--- src/rtl/dma_peripheral_responder_pkg.sv ---
// Shared types for the DMA peripheral responder.
//   PERIPH_STATE_e : responder channel state
//   DMA_DIR_e      : transfer direction as seen from the DMA controller
//   bus_evt_t      : per-cycle decoded bus strobe events (DACK-qualified)
package dma_peripheral_responder_pkg;

    typedef enum logic [1:0] {
        P_IDLE = 2'd0,
        P_REQ  = 2'd1,
        P_ACK  = 2'd2,
        P_DONE = 2'd3
    } PERIPH_STATE_e;

    typedef enum logic {
        DEV_TO_MEM = 1'b0,
        MEM_TO_DEV = 1'b1
    } DMA_DIR_e;

    typedef struct packed {
        logic ior_low;  // read strobe sampled low with DACK active
        logic ior_end;  // read strobe sampled 0->1 with DACK active
        logic iow_low;  // write strobe sampled low with DACK active
        logic iow_end;  // write strobe sampled 0->1 with DACK active
    } bus_evt_t;

    // Bus value returned when the controller reads an empty TX FIFO.
    localparam logic [7:0] UNDERRUN_BYTE = 8'hFF;

endpackage

--- src/rtl/dma_peripheral_responder_fifo.sv ---
// dma_sync_fifo: single-clock FIFO with extra-MSB pointers.
//   clk, rst_n      : clock, async active-low reset (pointers only; contents lost)
//   push/wdata      : write, ignored when full
//   pop/rdata       : read, ignored when empty; rdata is the current head
//   full/empty/count: occupancy
module dma_sync_fifo #(
    parameter int WIDTH = 8,
    parameter int DEPTH = 8
) (
    input  logic                     clk,
    input  logic                     rst_n,
    input  logic                     push,
    input  logic [WIDTH-1:0]         wdata,
    input  logic                     pop,
    output logic [WIDTH-1:0]         rdata,
    output logic                     full,
    output logic                     empty,
    output logic [$clog2(DEPTH):0]   count
);
    localparam int AW = $clog2(DEPTH);

    logic [WIDTH-1:0] mem [DEPTH];
    logic [AW:0]      wptr, rptr;
    logic             do_push, do_pop;

    // Pointers run mod 2*DEPTH: equal MSBs+LSBs is empty, differing MSB with
    // equal LSBs is full.
    assign full    = (wptr[AW] != rptr[AW]) && (wptr[AW-1:0] == rptr[AW-1:0]);
    assign empty   = (wptr == rptr);
    assign count   = wptr - rptr;
    assign do_push = push && !full;
    assign do_pop  = pop && !empty;
    assign rdata   = mem[rptr[AW-1:0]];

    always_ff @(posedge clk or negedge rst_n) begin
        if (!rst_n) begin
            wptr <= '0;
            rptr <= '0;
        end else begin
            if (do_push) wptr <= wptr + (AW+1)'(1);
            if (do_pop)  rptr <= rptr + (AW+1)'(1);
        end
    end

    always_ff @(posedge clk) begin
        if (do_push) mem[wptr[AW-1:0]] <= wdata;
    end

endmodule

--- src/rtl/dma_peripheral_responder.sv ---
// dma_peripheral_responder: I/O-device end of one 8237A-style DMA channel.
// Requests service (DREQ) while it has TX data (dir=0) or RX space (dir=1),
// answers DACK + IOR_N/IOW_N strobes on the byte bus and stops on EOP_N.
//   CLK, RESET_N          : clock, async active-low reset
//   DREQ / DACK           : request / acknowledge, polarity set by parameters
//   IOR_N, IOW_N, EOP_N   : active-low bus strobes and end-of-process
//   DB_in / DB_out, DB_oe : byte bus from / to memory side, output enable
//   dir, start            : direction (0 dev->mem) and one-cycle arm pulse
//   src_*                 : local push into TX FIFO
//   snk_*                 : local pop from RX FIFO
//   done/overrun/underrun : sticky status
import dma_peripheral_responder_pkg::*;

module dma_peripheral_responder #(
    parameter int DEPTH       = 8,
    parameter int DREQ_ACT_HI = 1,
    parameter int DACK_ACT_HI = 0,
    parameter int DEMAND_MODE = 0
) (
    input  logic       CLK,
    input  logic       RESET_N,
    output logic       DREQ,
    input  logic       DACK,
    input  logic       IOR_N,
    input  logic       IOW_N,
    input  logic       EOP_N,
    input  logic [7:0] DB_in,
    output logic [7:0] DB_out,
    output logic       DB_oe,
    input  logic       dir,
    input  logic       start,
    input  logic       src_valid,
    input  logic [7:0] src_data,
    output logic       src_ready,
    output logic       snk_valid,
    output logic [7:0] snk_data,
    input  logic       snk_ready,
    output logic       done,
    output logic       overrun,
    output logic       underrun
);
    localparam int              CW        = $clog2(DEPTH) + 1;
    localparam logic            DREQ_INV  = (DREQ_ACT_HI == 0);
    localparam logic            DACK_INV  = (DACK_ACT_HI == 0);
    localparam logic            HOLD_DREQ = (DEMAND_MODE != 0);
    localparam logic [CW-1:0]   FULL_CNT  = CW'(DEPTH);

    PERIPH_STATE_e state;
    DMA_DIR_e      dir_q, dir_nxt;
    bus_evt_t      ev;

    logic          dack, dreq_r, ior_q, iow_q, rd_valid, wr_valid, eop_seen;
    logic          strobe_end, ready_nxt, dreq_hold;
    logic [7:0]    wr_data;

    logic          tx_push, tx_pop, tx_full, tx_empty;
    logic [7:0]    tx_head;
    logic [CW-1:0] tx_count, tx_cnt_nxt;
    logic          rx_push, rx_pop, rx_full, rx_empty;
    logic [CW-1:0] rx_count, rx_cnt_nxt;

    // Polarity is folded in here; everything inside is active-high.
    assign dack = DACK ^ DACK_INV;
    assign DREQ = dreq_r ^ DREQ_INV;

    // Strobes count only with DACK active and only for the latched direction.
    always_comb begin
        ev         = '0;
        ev.ior_low = dack && !IOR_N && (dir_q == DEV_TO_MEM);
        ev.ior_end = dack &&  IOR_N && !ior_q && (dir_q == DEV_TO_MEM);
        ev.iow_low = dack && !IOW_N && (dir_q == MEM_TO_DEV);
        ev.iow_end = dack &&  IOW_N && !iow_q && (dir_q == MEM_TO_DEV);
    end

    assign strobe_end = ev.ior_end || ev.iow_end;

    // Pop/push only when the previous sample was a qualified low strobe, so a
    // strobe that started before DACK never moves data.
    assign tx_push = src_valid && !tx_full;
    assign tx_pop  = ev.ior_end && rd_valid;
    assign rx_push = ev.iow_end && wr_valid && !rx_full;
    assign rx_pop  = snk_ready && !rx_empty;

    assign src_ready = !tx_full;
    assign snk_valid = !rx_empty;

    // DREQ is registered from post-update occupancy so it never flickers for
    // a cycle after the last byte leaves or the last slot fills.
    assign dir_nxt    = (state == P_IDLE || state == P_DONE) ? DMA_DIR_e'(dir) : dir_q;
    assign tx_cnt_nxt = tx_count + CW'(tx_push) - CW'(tx_pop);
    assign rx_cnt_nxt = rx_count + CW'(rx_push) - CW'(rx_pop);
    assign ready_nxt  = (dir_nxt == MEM_TO_DEV) ? (rx_cnt_nxt != FULL_CNT)
                                                : (tx_cnt_nxt != '0);
    assign dreq_hold  = HOLD_DREQ && ready_nxt;

    dma_sync_fifo #(.WIDTH(8), .DEPTH(DEPTH)) u_tx_fifo (
        .clk   (CLK),
        .rst_n (RESET_N),
        .push  (tx_push),
        .wdata (src_data),
        .pop   (tx_pop),
        .rdata (tx_head),
        .full  (tx_full),
        .empty (tx_empty),
        .count (tx_count)
    );

    dma_sync_fifo #(.WIDTH(8), .DEPTH(DEPTH)) u_rx_fifo (
        .clk   (CLK),
        .rst_n (RESET_N),
        .push  (rx_push),
        .wdata (wr_data),
        .pop   (rx_pop),
        .rdata (snk_data),
        .full  (rx_full),
        .empty (rx_empty),
        .count (rx_count)
    );

    // Channel FSM; DREQ and done are set per transition from the target state.
    always_ff @(posedge CLK or negedge RESET_N) begin
        if (!RESET_N) begin
            state    <= P_IDLE;
            dir_q    <= DEV_TO_MEM;
            dreq_r   <= 1'b0;
            done     <= 1'b0;
            eop_seen <= 1'b0;
        end else begin
            dir_q <= dir_nxt;
            case (state)
                P_IDLE, P_DONE: begin
                    if (start) begin
                        state  <= P_REQ;
                        done   <= 1'b0;
                        dreq_r <= ready_nxt;
                    end else begin
                        dreq_r <= 1'b0;
                    end
                end
                P_REQ: begin
                    if (dack) begin
                        state    <= P_ACK;
                        eop_seen <= 1'b0;
                        dreq_r   <= dreq_hold;
                    end else begin
                        dreq_r   <= ready_nxt;
                    end
                end
                P_ACK: begin
                    if (strobe_end) begin
                        eop_seen <= 1'b0;
                        if (eop_seen || !EOP_N) begin
                            state  <= P_DONE;
                            done   <= 1'b1;
                            dreq_r <= 1'b0;
                        end else begin
                            state  <= P_REQ;
                            dreq_r <= ready_nxt;
                        end
                    end else if (!dack) begin
                        // DACK withdrawn mid-cycle: abandon, nothing transferred.
                        state    <= P_REQ;
                        eop_seen <= 1'b0;
                        dreq_r   <= ready_nxt;
                    end else begin
                        if (!EOP_N) eop_seen <= 1'b1;
                        dreq_r <= dreq_hold;
                    end
                end
                default: begin
                    state  <= P_IDLE;
                    dreq_r <= 1'b0;
                end
            endcase
        end
    end

    // Bus datapath: strobe history, read drive, write capture, error flags.
    always_ff @(posedge CLK or negedge RESET_N) begin
        if (!RESET_N) begin
            ior_q    <= 1'b1;
            iow_q    <= 1'b1;
            rd_valid <= 1'b0;
            wr_valid <= 1'b0;
            wr_data  <= '0;
            DB_oe    <= 1'b0;
            DB_out   <= '0;
            overrun  <= 1'b0;
            underrun <= 1'b0;
        end else begin
            ior_q    <= IOR_N;
            iow_q    <= IOW_N;
            rd_valid <= ev.ior_low && !tx_empty;
            wr_valid <= ev.iow_low;
            // Enable follows the qualified strobe, so it falls on the pop edge.
            DB_oe    <= ev.ior_low;
            if (ev.ior_low) begin
                DB_out <= tx_empty ? UNDERRUN_BYTE : tx_head;
                if (tx_empty) underrun <= 1'b1;
            end
            if (ev.iow_low) wr_data <= DB_in;
            if (ev.iow_end && wr_valid && rx_full) overrun <= 1'b1;
        end
    end

endmodule

--- config.mk ---
export PLATFORM = sky130hd
export DESIGN_NAME = dma_peripheral_responder
export DESIGN_NICKNAME = d
export VERILOG_FILES = /design/src/rtl/dma_peripheral_responder_pkg.sv /design/src/rtl/dma_peripheral_responder_fifo.sv /design/src/rtl/dma_peripheral_responder.sv
export SDC_FILE = /design/constraint.sdc
export NUM_CORES = 1
export LEC_CHECK = 0
export CORE_MARGIN = 2
export CORE_UTILIZATION = 45
export CTS_CLUSTER_SIZE = 16
export DETAILED_ROUTE_END_ITERATION = 16
export GPL_ROUTABILITY_DRIVEN = 0
export PLACE_DENSITY_LB_ADDON = 0.3
export SLEW_MARGIN = 20
export SYNTH_ARGS = -nofsm -noshare
export SYNTH_HDL_FRONTEND = slang
export SYNTH_SLANG_ARGS = --single-unit
--- constraint.sdc ---
create_clock -name CLK -period 9.2 [get_ports CLK]
set_input_delay 2.3 -clock CLK [delete_from_list [all_inputs] [get_ports CLK]]
set_output_delay 2.3 -clock CLK [all_outputs]
set_load 0.01 [all_outputs]
==> results.toml <==
[outcome]
status = "completed"

[route]
drt_pass1_iterations = 5
wl_per_cell_um = 19.6
via_per_inst = 5.26
drc_errors = 0
finalWirelength_um = 13600
vias = 3659
ant_nets = 0
drt-initial-drc-count = 226

[logic_synthesis]
synth_area_leader_cell = "edfxtp_1"
synth_nets = 454
synthMuxAreaShare = 0.146
syn_inst = 409
synth_edf_count = 128
yosysTopAreaCellShare = 0.519
yosysSeqAreaShare = 0.671
synth_seq_cells = 173
synth.distinct_cells = 52
synth-simple-area-share = 0.0578
syn_avg_cell_area_sq_um = 18.1
synth_warnings = 0
synthAdderAreaFrac = 0.0382
synth_area_sq_um = 7410
synth_flop_cell = "edfxtp_1"
synth_compound_area_frac = 0.0235
synth_top_family_by_area = "multiplexers"
yosys.area_share.xor_xnor = 0.0311
synthArstFlopShare = 0.260
synth_area_leaders = "edfxtp_1 (52%), dfrtp_1 (15%), mux4_2 (6.7%)"

[placed_design]
dp_cells = 664
io_buffers = 48
place_hpwl_um = 8650

[clock_tree]
cts_hold_buf = 0
htree_levels = 4
cts_root_buffer = "clkbuf_16"
cts_tree = "done"
clk_latency_ns = 0.41
cts_setup_buffers = 0
path_clk_slew_ns = 0.06
cts_resized = 0
clock-sinks = 173
cts_inserted_buffers = 17
clockBufferDepth = 2

[grt]
grt_pass1_wl_um = 21600
gr-usage-met2 = 0.287
track_usage = 0.165
first_global_vias = 3903
antenna_found_initial = 0
grt_max_degree = 46
use_met3 = 0.0461
grt.busiest_layer = "met2"
use_met1 = 0.198
overflow = 0

[setup_path]
worst-setup-path-type = "in -> reg"
worstPathMaxFanout = 10
reg2regPathDepth = 13
required_ns = 9.52
critPathArrivalTime_ns = 5.64
worstSetupEndpointType = "flip-flop"
worst_setup_path_start_kind = "input pin"

[final_layout]
postLayoutCoreUtil = 0.540
area_growth_pct = 16.6
final-instance-count-excl-fill = 696
antenna_cells = 0
drive_gt1_frac = 0.213
final_nets = 512

[timing]
tightest_slew_ns = 0.955
setup_viol = 0
fin_crit_ns = 5.32
finalCritPeriodShare = 0.578
fin_setup_tns_ns = 0
rsz0062_at_grt = "no"
hold_viol = 0
final_max_slew_viol_count = 0
finClkSkew_ns = 0.00737
slew_headroom = 0.361
fmax_mhz = 188

[die]
io_pins = 49
core_area_sq_um = 16000
rows = 46
start_util = 0.463
fp.dieH_um = 132
die_area_sq_um = 17500
die_x_um = 132

[job]
maxCapViolations = 0

[pwr]
p_leak_nw = 3.11
max-vdd-ir-drop_v = 0.000174
p_per_area_nw_per_um2 = 296
p_total_w = 0.00256

[min_path]
holdCritPathClass = "reg -> reg"
whs_path_depth = 1
-- where the power goes --
group          internal (W)  switching, W
clock              0.000387      0.000295
combinational      0.000394      0.000331
sequential          0.00100      0.000148
-- per-stage QoR --
step	hold slack (ns)	instance area (sq um)	worst slack (ns)
2_1_floorplan	0.490	7410	4.15
5_1_grt	0.500	8640	3.72
6_report	0.455	8640	3.88
4_1_cts	0.459	8640	3.90
3_3_place_gp	0.441	8070	3.54
3_5_place_dp	0.444	8070	3.46
-- area by class of cell --
type | instances | area [sq um]
Sequential cell | 173 | 4970
Clock buffer | 21 | 493
Clock inverter | 11 | 81.3
Tap cell | 216 | 270
Inverter | 16 | 60.1
Multi-Input combinational cell | 200 | 2210
Timing Repair Buffer | 59 | 561
Fill cell | 1284 | 7360
-- Yosys cell counts, types with 2 or more instances --
cell type,n
edfxtp_1,128
dfrtp_1,43
mux4_2,22
mux2_2,18
nor2_1,18
nand2_1,16
inv_1,15
ha_1,13
xnor2_1,13
a21oi_1,12
mux4_1,10
mux2i_1,9
nor3_1,8
xor2_1,7
buf_6,6
fa_1,6
a21o_1,5
buf_2,5
nor4_1,5
clkbuf_8,4
nand3_1,4
nor2b_1,3
nor3b_1,3
a311oi_1,2
clkbuf_1,2
dfstp_2,2
mux2_4,2
nand2b_1,2
nor2_2,2
nor4b_4,2
-- state kept, by name, summed over array words and instances (netlist names) --
name            flops
wr_valid            1
DB_out              8
state               2
u_rx_fifo.wptr      4
dir_q               1
iow_q               1
eop_seen            1
rd_valid            1
overrun             1
DREQ                1
ior_q               1
u_tx_fifo.mem      64
u_tx_fifo.rptr      4
DB_oe               1
u_tx_fifo.wptr      4
wr_data             8
u_rx_fifo.mem      64
done                1
underrun            1
u_rx_fifo.rptr      4
-- worst max-delay path, cell delays in order --
cell and delay (ns):
clkdlybuf4s50_1 0.67, nor4b_1 0.10, nand2_1 0.15, inv_1 0.08, fa_1 0.38, inv_1 0.08
fa_1 0.42, ha_1 0.23, fa_1 0.38, xnor3_1 0.35, xnor2_1 0.14, a21o_1 0.17
a311oi_1 0.19
-- layout by cell type, fill, tap and decap left out, types with 3 or more instances in the layout --
cell	n
a21o_1	5
nand3_1	4
xnor2_1	13
edfxtp_1	128
clkdlybuf4s50_1	47
nor4_1	5
ha_1	13
a21oi_1	12
nor3_1	6
clkinv_4	5
buf_4	12
mux4_1	10
nor2_1	18
nor2b_1	3
mux4_2	22
xor2_1	7
nor3b_1	3
fa_1	6
dfrtp_1	43
inv_1	15
clkbuf_16	19
mux2_2	18
nand2_1	16
mux2i_1	9
-- layer usage --
metal | part of all wire | up-vias
met2 | 0.54 | 75
li1 | - | 1685
met3 | 0.033 | 12
met1 | 0.41 | 1887
met4 | 0.021 | 0
met5 | 0 | -
-- worst paths after layout --
check	to	slack [ns]	start
hold reg to reg	underrun$_DFFE_PN0P_	0.45	underrun$_DFFE_PN0P_
max in group asynchronous	wr_data[3]$_DFFE_PN0P_	6.88	RESET_N
min in group asynchronous	DB_out[6]$_DFFE_PN0P_	1.89	RESET_N
hold / removal	underrun$_DFFE_PN0P_	0.45	underrun$_DFFE_PN0P_
setup reg to reg	DREQ$_DFF_PN0_	4.96	u_tx_fifo.rptr[2]$_DFFE_PN0P_
setup / recovery	DREQ$_DFF_PN0_	3.88	DACK
-- cell families after synthesis --
logic type	after synthesis
fa+ha+maj	19
buf+inv	36
simple gates	73
mux	61
compound gates	24
flops	173
xor+xnor	23
Power figures use the tool's default switching activity.
